`src/rtl/rng_pkg.sv`:
```
// Shared types and default LFSR constants for the
// digit sampler and its Galois LFSR core.
package rng_pkg;

  typedef enum logic [1:0] {
    ST_IDLE,
    ST_SEARCH,
    ST_HOLD
  } state_e;

  localparam logic [15:0] TAPS16 = 16'hB400;
  localparam logic [15:0] SEED16 = 16'hACE1;
  localparam logic [23:0] TAPS24 = 24'hE10000;
  localparam logic [23:0] SEED24 = 24'h0ACE1E;
  localparam logic [31:0] TAPS32 = 32'hA3000000;
  localparam logic [31:0] SEED32 = 32'h0ACE1E5D;

  function automatic logic [15:0] sat_inc16(
    input logic [15:0] v
  );
    return (v == 16'hFFFF) ? v : v + 16'd1;
  endfunction

endpackage

```
`src/rtl/lfsr_galois_core.sv`:
```
// Galois LFSR register with seed load; a zero seed is
// replaced by SEED so the state can never lock up.
module lfsr_galois_core #(
  parameter int               WIDTH = 24,
  parameter logic [WIDTH-1:0] TAPS  = 24'hE10000,
  parameter logic [WIDTH-1:0] SEED  = 24'h0ACE1E
) (
  input  logic             i_clk,
  input  logic             i_rst,
  input  logic             i_step,
  input  logic             i_load,
  input  logic [WIDTH-1:0] i_load_val,
  output logic [WIDTH-1:0] o_state,
  output logic [WIDTH-1:0] o_next
);

  logic [WIDTH-1:0] r_lfsr;
  logic [WIDTH-1:0] w_shift;
  logic [WIDTH-1:0] w_load_val;

  assign w_shift = {1'b0, r_lfsr[WIDTH-1:1]};
  assign o_next  = r_lfsr[0] ? (w_shift ^ TAPS)
                             : w_shift;
  assign o_state = r_lfsr;

  assign w_load_val = (i_load_val == '0) ? SEED
                                         : i_load_val;

  always_ff @(posedge i_clk or posedge i_rst) begin
    if (i_rst) begin
      r_lfsr <= SEED;
    end else if (i_load) begin
      r_lfsr <= w_load_val;
    end else if (i_step) begin
      r_lfsr <= o_next;
    end
  end

endmodule

```
`src/rtl/lfsr_digit_sampler.sv`:
```
// LFSR-driven rejection sampler producing uniform values in
// [OFFSET, OFFSET+RANGE-1] behind a one-entry valid/ready register.
module lfsr_digit_sampler
  import rng_pkg::*;
#(
  parameter int               WIDTH  = 24,
  parameter logic [WIDTH-1:0] TAPS   = TAPS24,
  parameter logic [WIDTH-1:0] SEED   = SEED24,
  parameter int               OUT_W  = 4,
  parameter int               RANGE  = 9,
  parameter int               OFFSET = 1
) (
  input  logic             in_clka,
  input  logic             in_rst,
  input  logic             in_enable,
  input  logic             in_seed_load,
  input  logic [WIDTH-1:0] in_seed,
  output logic             out_valid,
  input  logic             out_ready,
  output logic [OUT_W-1:0] out_data,
  output logic [15:0]      out_draws,
  output logic [15:0]      out_rejects
);

  localparam logic [OUT_W:0]   LP_RANGE = (OUT_W+1)'(RANGE);
  localparam logic [OUT_W-1:0] LP_OFF   = OUT_W'(OFFSET);

  state_e           r_state;
  state_e           w_state_nxt;
  logic             r_valid;
  logic             w_valid_nxt;
  logic [OUT_W-1:0] r_data;
  logic [OUT_W-1:0] w_data_nxt;
  logic [15:0]      r_draws;
  logic [15:0]      r_rejects;
  logic             w_draw_inc;
  logic             w_rej_inc;
  logic             w_step;
  logic             w_load;
  logic [WIDTH-1:0] w_lfsr;
  logic [WIDTH-1:0] w_next;
  logic [OUT_W-1:0] w_cand;
  logic [OUT_W-1:0] w_val;
  logic             w_accept;
  logic             w_unused;

  lfsr_galois_core #(
    .WIDTH (WIDTH),
    .TAPS  (TAPS),
    .SEED  (SEED)
  ) u_core (
    .i_clk      (in_clka),
    .i_rst      (in_rst),
    .i_step     (w_step),
    .i_load     (w_load),
    .i_load_val (in_seed),
    .o_state    (w_lfsr),
    .o_next     (w_next)
  );

  assign w_cand   = w_next[OUT_W-1:0];
  assign w_accept = ({1'b0, w_cand} < LP_RANGE);
  assign w_val    = w_cand + LP_OFF;
  assign w_unused = ^{w_next[WIDTH-1:OUT_W], w_lfsr};

  always_comb begin
    w_state_nxt = r_state;
    w_valid_nxt = r_valid;
    w_data_nxt  = r_data;
    w_step      = 1'b0;
    w_load      = 1'b0;
    w_draw_inc  = 1'b0;
    w_rej_inc   = 1'b0;
    if (in_seed_load) begin
      w_load      = 1'b1;
      w_valid_nxt = 1'b0;
      w_state_nxt = in_enable ? ST_SEARCH : ST_IDLE;
    end else begin
      unique case (r_state)
        ST_IDLE: begin
          if (in_enable) w_state_nxt = ST_SEARCH;
        end
        ST_SEARCH: begin
          if (in_enable) begin
            w_step = 1'b1;
            if (w_accept) begin
              w_data_nxt  = w_val;
              w_valid_nxt = 1'b1;
              w_state_nxt = ST_HOLD;
            end else begin
              w_rej_inc = 1'b1;
            end
          end else begin
            w_state_nxt = ST_IDLE;
          end
        end
        ST_HOLD: begin
          // Consumer paces the LFSR: no step until the held value is taken
          if (out_ready) begin
            w_draw_inc = 1'b1;
            if (in_enable) begin
              w_step = 1'b1;
              if (w_accept) begin
                w_data_nxt = w_val;
              end else begin
                w_rej_inc   = 1'b1;
                w_valid_nxt = 1'b0;
                w_state_nxt = ST_SEARCH;
              end
            end else begin
              w_valid_nxt = 1'b0;
              w_state_nxt = ST_IDLE;
            end
          end
        end
        default: begin
          w_valid_nxt = 1'b0;
          w_state_nxt = ST_IDLE;
        end
      endcase
    end
  end

  always_ff @(posedge in_clka or posedge in_rst) begin
    if (in_rst) begin
      r_state   <= ST_IDLE;
      r_valid   <= 1'b0;
      r_data    <= '0;
      r_draws   <= '0;
      r_rejects <= '0;
    end else begin
      r_state <= w_state_nxt;
      r_valid <= w_valid_nxt;
      r_data  <= w_data_nxt;
      if (w_draw_inc) r_draws <= r_draws + 16'd1;
      if (w_rej_inc) r_rejects <= sat_inc16(r_rejects);
    end
  end

  assign out_valid   = r_valid;
  assign out_data    = r_data;
  assign out_draws   = r_draws;
  assign out_rejects = r_rejects;

endmodule

```
`config.mk`:
```
export PLATFORM = sky130hd
export DESIGN_NAME = lfsr_digit_sampler
export DESIGN_NICKNAME = d
export VERILOG_FILES = /design/src/rtl/rng_pkg.sv /design/src/rtl/lfsr_galois_core.sv /design/src/rtl/lfsr_digit_sampler.sv
export SDC_FILE = /design/constraint.sdc
export NUM_CORES = 1
export LEC_CHECK = 0
export BUFFER_PORTS_ARGS = -buffer_cell sky130_fd_sc_hd__buf_2
export CAP_MARGIN = 15
export CELL_PAD_IN_SITES_DETAIL_PLACEMENT = 0
export CELL_PAD_IN_SITES_GLOBAL_PLACEMENT = 2
export CORE_MARGIN = 2
export CORE_UTILIZATION = 36
export CTS_BUF_LIST = sky130_fd_sc_hd__clkbuf_4 sky130_fd_sc_hd__clkbuf_8
export DETAILED_ROUTE_END_ITERATION = 7
export PLACE_DENSITY = 0.9
export SLEW_MARGIN = 20
export SYNTH_ARGS = -nofsm -noshare
export SYNTH_HDL_FRONTEND = slang
export SYNTH_SLANG_ARGS = --single-unit
```
`constraint.sdc`:
```
create_clock -name in_clka -period 2.84 [get_ports in_clka]
set_clock_uncertainty 0.2 [all_clocks]
set_input_delay 0.852 -clock in_clka [delete_from_list [all_inputs] [get_ports in_clka]]
set_output_delay 0.852 -clock in_clka [all_outputs]
set_load 0.01 [all_outputs]
```
==> results by group, run 1 <==
Outcome
  • Outcome: finished clean

Worst setup path
  • Max FO, Critical Path: 10
  • Reg2Reg Depth: 7
  • Crit start category: flop
  • Arr. time, crit path: about 2.3 ns
  • Crit path capture type: flop
  • Crit path kind: reg2reg
  • Worst path required time: roughly 2.9 ns

Floorplanning
  • Row count: 35
  • Starting density of the core: between 30% and 40%
  • Die X: around 100 µm
  • IO Pins: 66
  • Die ar.: around 0.01 mm²
  • Die height: between 100 and 150 µm
  • CORE AREA: 0.00911 mm²

Place
  • Placed Instance Area: between 0.003 and 0.004 mm²
  • Place WS: roughly 0.35 ns
  • Placer Congestion: between 0.8 and 0.9
  • PortBufs: 65
  • Dpl hpwl: ~5.2 mm

Global routing
  • Largest net degree at the start of global routing: 42
  • First-pass GRT wire length: 12.0 mm
  • Initial antenna violation count: 0
  • Vias in the first global route: between 2000 and 2500
  • Total GRT Usage: 15.2%
  • Overflow after GRT: 0

Route
  • Total wire length: 7.18 mm
  • DRT iter0 DRCs: between 60 and 70
  • Avg Vias per Cell: approximately 5.2
  • Avg WL per Cell: 14.4 µm
  • Post-DRT Antenna Nets: 0
  • Routed via count: approximately 2600
  • 1st-pass router iterations: 4
  • Post-route DRC violation count: 0

Timing
  • Setup_tns: 0 ns
  • Slew headroom: between 60 and 70%
  • Final hold vios: 0
  • Final WS setup: 0.619 ns
  • Final hold slack: between 0.2 and 0.3 ns
  • Fin. max-slew vios: 0
  • Fmax: 450 MHz
  • Worst Tran Pin Value: 0.498 ns
  • Setup-failing EPs final: 0
  • Fin crit share: 78.2%
  • Unrepaired setup endpoints after global routing: false
  • Crit path time final: about 2.2 ns

Clock tree
  • Post-CTS Setup Repair Bufs: 0
  • Htree depth: 3
  • CTS buffer count: 9
  • CTS tree: yes
  • Clock tree root driver cell: clkbuf_8
  • Post_cts resized: 0
  • Post-CTS Hold Buffers: 0
  • Clock sinks: between 60 and 70
  • CTS Buffer Depth: 2
  • Clk slew on worst S/H paths: approximately 0.07 ns
  • Worst-skew pair later-pin latency: approximately 0.34 ns

Hold path
  • Worst Hold Class: reg2reg
  • Hold depth: 1

Layout
  • # fillers: approximately 910
  • Design area: approximately 0.004 mm²
  • Fraction of layout cells with a size suffix above 1: 32.1%
  • Nets: 418
  • Core Util, Final: a little over two fifths
  • Area Growth Syn to Fin: 18.9%
  • N_diodes: 0

Synthesis
  • Syn_area_per_cell: about 11 µm²
  • Synth Warn #: 0
  • Most used DFF post-synth: dfrtp_1
  • Seq cells post-synth: 63
  • Synth cell types: 49
  • Sequential area share after synthesis: 47.8%
  • Syn_nets: approximately 350
  • Synth async-reset ratio: between 90% and 100%
  • Synth Cell Area: approximately 0.0033 mm²
  • Synthesized netlist cell count: 312
  • Number of flops mapped to enable cells by yosys: 0

Power and ir drop
  • P_int: 1650 µW
  • NetSw: between 700 and 800 µW
  • Clock Power Share: a little under a third
  • P per Cell Area: between 600 and 700 mW/mm²
  • Reg power frac: approximately half
  • Sw Share: 30.4%
  • Worst VDD drop: approximately 0.17 mV
  • P_leak: 0.00190 µW
  • Comb power frac: a little over a fifth

Job
  • MaxCap Viol Count: 0
==> synthesized netlist by cell type, types with 3 or more instances <==
| cell | instances | share of area (%) |
|---|---|---|
| and4_1 | 6 | 1.6 |
| a22oi_1 | 11 | 2.5 |
| and2_1 | 4 | 0.75 |
| and3_1 | 3 | 0.56 |
| o21ai_0 | 9 | 1.4 |
| nor3_1 | 3 | 0.45 |
| xor2_1 | 24 | 6.3 |
| buf_2 | 4 | 0.60 |
| dfrtp_1 | 52 | 39 |
| nand2_1 | 15 | 1.7 |
| ha_1 | 8 | 3.0 |
| nor4_4 | 3 | 1.9 |
| mux2_2 | 5 | 1.7 |
| nand4_1 | 5 | 0.94 |
| nor4_1 | 7 | 1.3 |
| o32ai_1 | 10 | 2.6 |
| clkbuf_1 | 7 | 0.79 |
| o21ai_1 | 10 | 1.5 |
| inv_1 | 18 | 2.0 |
| xnor2_1 | 11 | 2.9 |
| nand3_1 | 16 | 2.4 |
| nor2_1 | 12 | 1.4 |
| dfstp_2 | 11 | 8.7 |
| a21oi_1 | 26 | 3.9 |
==> worst max-delay path: stages (launching register included) <==
cell and delay (ns):
dfrtp_1 0.42, inv_1 0.10, ha_1 0.33, a21o_4 0.21, nand4_2 0.12, buf_4 0.22, nor2_1 0.17, mux2_2 0.35
==> worst paths after layout <==
kind | start | to | slack, ns
max in group asynchronous | in_rst | u_core.o_state[15] | 1.45
worst min register to register | out_draws[15] | out_draws[15] | 0.27
worst max register to register | r_state[0] | out_rejects[1] | 0.62
min in group asynchronous | in_rst | out_draws[11] | 0.34
worst min-delay path | out_draws[15] | out_draws[15] | 0.27
worst max-delay path | r_state[0] | out_rejects[1] | 0.62
==> through the flow <==
step,total power (µW),std cells
5_1_grt,2530,497
2_1_floorplan,1490,312
3_3_place_gp,1660,481
6_report,2380,497
4_1_cts,2410,497
3_5_place_dp,1680,481
==> layer usage <==
metal	share of wire, %	global-route usage (%)	up-vias
li1	-	-	1271
met1	48	21.1	1236
met2	46	23.2	68
met3	5.1	3.27	7
met4	1.0	6.01	0
met5	0	0	-
==> cells by family (layout without fill, tap and decap cells) <==
| group | Yosys count | count (layout) | share of synthesized area, % |
|---|---|---|---|
| xor gates and xnor gates | 35 | 35 | 9.22 |
| muxes | 5 | 5 | 1.69 |
| buffers and inverters | 34 | 108 | 5.04 |
| adders and majority gates | 8 | 8 | 3.01 |
| and+or+nand+nor | 92 | 92 | 18.4 |
| DFF | 63 | 63 | 47.8 |
| AOI/OAI and AO/OA | 75 | 75 | 14.8 |
==> cell usage in the layout, fill, tap and decap left out, drive strengths merged, types with 5 or more instances in the layout <==
cell,instances
a21oi,26
a22oi,11
and4,8
buf,74
clkbuf,13
dfrtp,52
dfstp,11
ha,8
inv,18
mux2,5
nand2,15
nand3,16
nand4,6
nor2,12
nor3,5
nor4,12
o21ai,19
o32ai,10
xnor2,11
xor2,24
==> flip-flops by register name (all words and copies together) (netlist names) <==
signal	count
r_state	2
out_data	4
out_valid	1
out_rejects	16
u_core.o_state	24
out_draws	16
==> cell type report <==
type	instances	area (µm²)	area share, %
Clock buffer	13	166	4.21
Sequential cell	63	1590	40.2
Multi-Input combinational cell	215	1570	39.6
Timing Repair Buffer	74	405	10.3
Clock inverter	3	17.5	0.443
Tap cell	111	139	3.51
Inverter	18	67.6	1.71
==> power groups by stage <==
stage	Sequential, µW	Clock (µW)	Combinational, µW
after floorplan	1160	0	325
after global placement	1160	0	496
after detailed placement	1170	0	505
after CTS	1160	745	506
after global routing	1180	789	567
final	1160	723	497
(Power assumes the default switching activity.)
==> inputs of run 2 (changes only) <==
--- a/config.mk
+++ b/config.mk
@@ -10,10 +10,10 @@
 export CELL_PAD_IN_SITES_DETAIL_PLACEMENT = 0
 export CELL_PAD_IN_SITES_GLOBAL_PLACEMENT = 2
 export CORE_MARGIN = 2
-export CORE_UTILIZATION = 36
+export CORE_UTILIZATION = 33
 export CTS_BUF_LIST = sky130_fd_sc_hd__clkbuf_4 sky130_fd_sc_hd__clkbuf_8
 export DETAILED_ROUTE_END_ITERATION = 7
-export PLACE_DENSITY = 0.9
+export PLACE_DENSITY = 0.87
 export SLEW_MARGIN = 20
 export SYNTH_ARGS = -nofsm -noshare
 export SYNTH_HDL_FRONTEND = slang
==> constraint.sdc (replaced) <==
create_clock -name in_clka -period 1.8 [get_ports in_clka]
set_clock_uncertainty 0.2 [all_clocks]
set_input_delay 0.54 -clock in_clka [delete_from_list [all_inputs] [get_ports in_clka]]
set_output_delay 0.54 -clock in_clka [all_outputs]
set_load 0.01 [all_outputs]
==> run 2 against run 1 <==
Effect of this change: cell count rose by 21%; the flow now finishes with violations (setup timing); sequential share of layout area fell by 8.1 points; die area increased by 8.7%; critical endpoint unchanged; count of clock-buffer cells in the layout shrank 2; largest cell class is now multi-input gates; sequential power increased by 55%; critical path depth down 1; sequential cell count stayed put; highest routed layer unchanged.
==> results by group, run 2 (synthesized netlist as in run 1, its figures left out) <==
Outcome
  • Outcome: finished with violations
  • Failing checks: setup timing

Floorplanning
  • Starting density of the core: around a third
  • Row count: 36
  • Die ar.: around 0.011 mm²
  • Die height: roughly 100 µm
  • Die X: around 100 µm
  • IO Pins: 66
  • CORE AREA: between 0.009 and 0.01 mm²

Timing
  • Final hold slack: roughly 0.24 ns
  • Worst Tran Pin Value: approximately 0.46 ns
  • Final WS setup: -0.205 ns
  • Final hold vios: 0
  • Fmax: roughly 500 MHz
  • Fin crit share: 111%
  • Crit path time final: about 2 ns
  • Unrepaired setup endpoints after global routing: true
  • Fin. max-slew vios: 0
  • Setup-failing EPs final: 46
  • Slew headroom: 69.6%

Clock tree
  • Worst-skew pair later-pin latency: 0.35 ns
  • Htree depth: 3
  • Clk slew on worst S/H paths: roughly 0.08 ns
  • CTS tree: yes
  • CTS Buffer Depth: 2
  • Clock sinks: between 60 and 70
  • CTS buffer count: 9
  • Clock tree root driver cell: clkbuf_8

Place
  • Placer Congestion: approximately 0.8
  • PortBufs: 65
  • Dpl hpwl: roughly 6.0 mm

Route
  • Post-DRT Antenna Nets: 0
  • Post-route DRC violation count: 0
  • Routed via count: ~3000
  • Total wire length: a little under 9 mm
  • Avg Vias per Cell: 4.95
  • 1st-pass router iterations: 4
  • DRT iter0 DRCs: 101
  • Avg WL per Cell: 14.4 µm

Hold path
  • Hold depth: 3
  • Worst Hold Class: in2reg

Global routing
  • Initial antenna violation count: 0
  • First-pass GRT wire length: approximately 14 mm
  • Vias in the first global route: around 3000
  • Largest net degree at the start of global routing: 31
  • Overflow after GRT: 0
  • Total GRT Usage: between 10% and 20%

Power and ir drop
  • Worst VDD drop: 0.351 mV
  • P per Cell Area: 876 mW/mm²
  • P_leak: 0.00236 µW

Job
  • MaxCap Viol Count: 0

Worst setup path
  • Crit path capture type: flop
  • Arr. time, crit path: slightly above 2 ns
  • Crit start category: flop
  • Max FO, Critical Path: 4
  • Reg2Reg Depth: 6
  • Worst path required time: about 1.8 ns
  • Crit path kind: reg2reg

Layout
  • # fillers: just over 900
  • Nets: approximately 500
  • Number of flip-flops in the largest register: 24
  • Core Util, Final: 50.6%
  • N_diodes: 0
  • Commonest non-fill, non-tap cell in the layout: buf_4
  • Area Growth Syn to Fin: 48.9%
  • Most frequent cells in the layout: buf_4 (70), buf_2 (65), dfrtp_1 (51)
  • Fraction of layout cells with a size suffix above 1: around half
==> run 2: area by class of cell <==
type | instances | area [µm²] | area share (%)
multi-input combinational | 218 | 1840 | 37.1
sequential | 63 | 1590 | 32.2
timing repair buffer | 151 | 1070 | 21.7
tap | 133 | 166 | 3.36
clock buffer | 11 | 151 | 3.06
inverter | 18 | 71.3 | 1.44
clock inverter | 5 | 56.3 | 1.14
==> run 2: repair_timing <==
action                                  in CTS  in global routing
resized for setup                           31                 25
setup buffers                                5                  9
endpoints found under the setup margin      52                 59
pin swaps                                   23                 10
gates cloned                                 1                  3
endpoints found under the hold margin        1                  0
hold buffers                                 1                  0
==> run 2: where the power goes <==
part,switching [µW],internal (µW)
Combinational,592,656
Clock,575,712
Sequential,158,1640
==> run 2: layer usage <==
layer,global-route usage (%),wire (µm)
met3,3.32,365
met1,21.5,3880
met4,7.43,141
met2,24.9,4260
met5,0,0
==> run 2: final timing paths <==
kind                                from            endpoint  slack, ns
min reg2reg                out_draws[15]       out_draws[15]       0.26
max reg2reg                   r_state[0]      out_rejects[1]      -0.20
max in group asynchronous         in_rst   u_core.o_state[1]       0.31
min                          in_seed[20]  u_core.o_state[20]       0.24
max                           r_state[0]      out_rejects[1]      -0.20
min in group asynchronous         in_rst        out_draws[2]       0.55
==> run 2: worst max-delay path: stages (launching register included) <==
cell     delay (ns)
dfrtp_1        0.37
inv_2          0.06
ha_4           0.26
and3b_2        0.24
nand4_2        0.25
nor2_4         0.20
mux2_4         0.31
==> run 2: stage by stage <==
| stage | TNS [ns] | cell area, µm² | worst slack (ns) | std cells | total power, µW |
|---|---|---|---|---|---|
| 3_5_place_dp | -7.37 | 4330 | -0.242 | 564 | 2840 |
| 5_1_grt | -7.32 | 4950 | -0.262 | 599 | 4580 |
| 4_1_cts | -2.61 | 4730 | -0.163 | 587 | 4260 |
| 3_3_place_gp | -6.40 | 4330 | -0.198 | 564 | 2810 |
| 6_report | -2.81 | 4950 | -0.205 | 599 | 4340 |
| 2_1_floorplan | -1.59 | 3400 | -0.116 | 312 | 2380 |
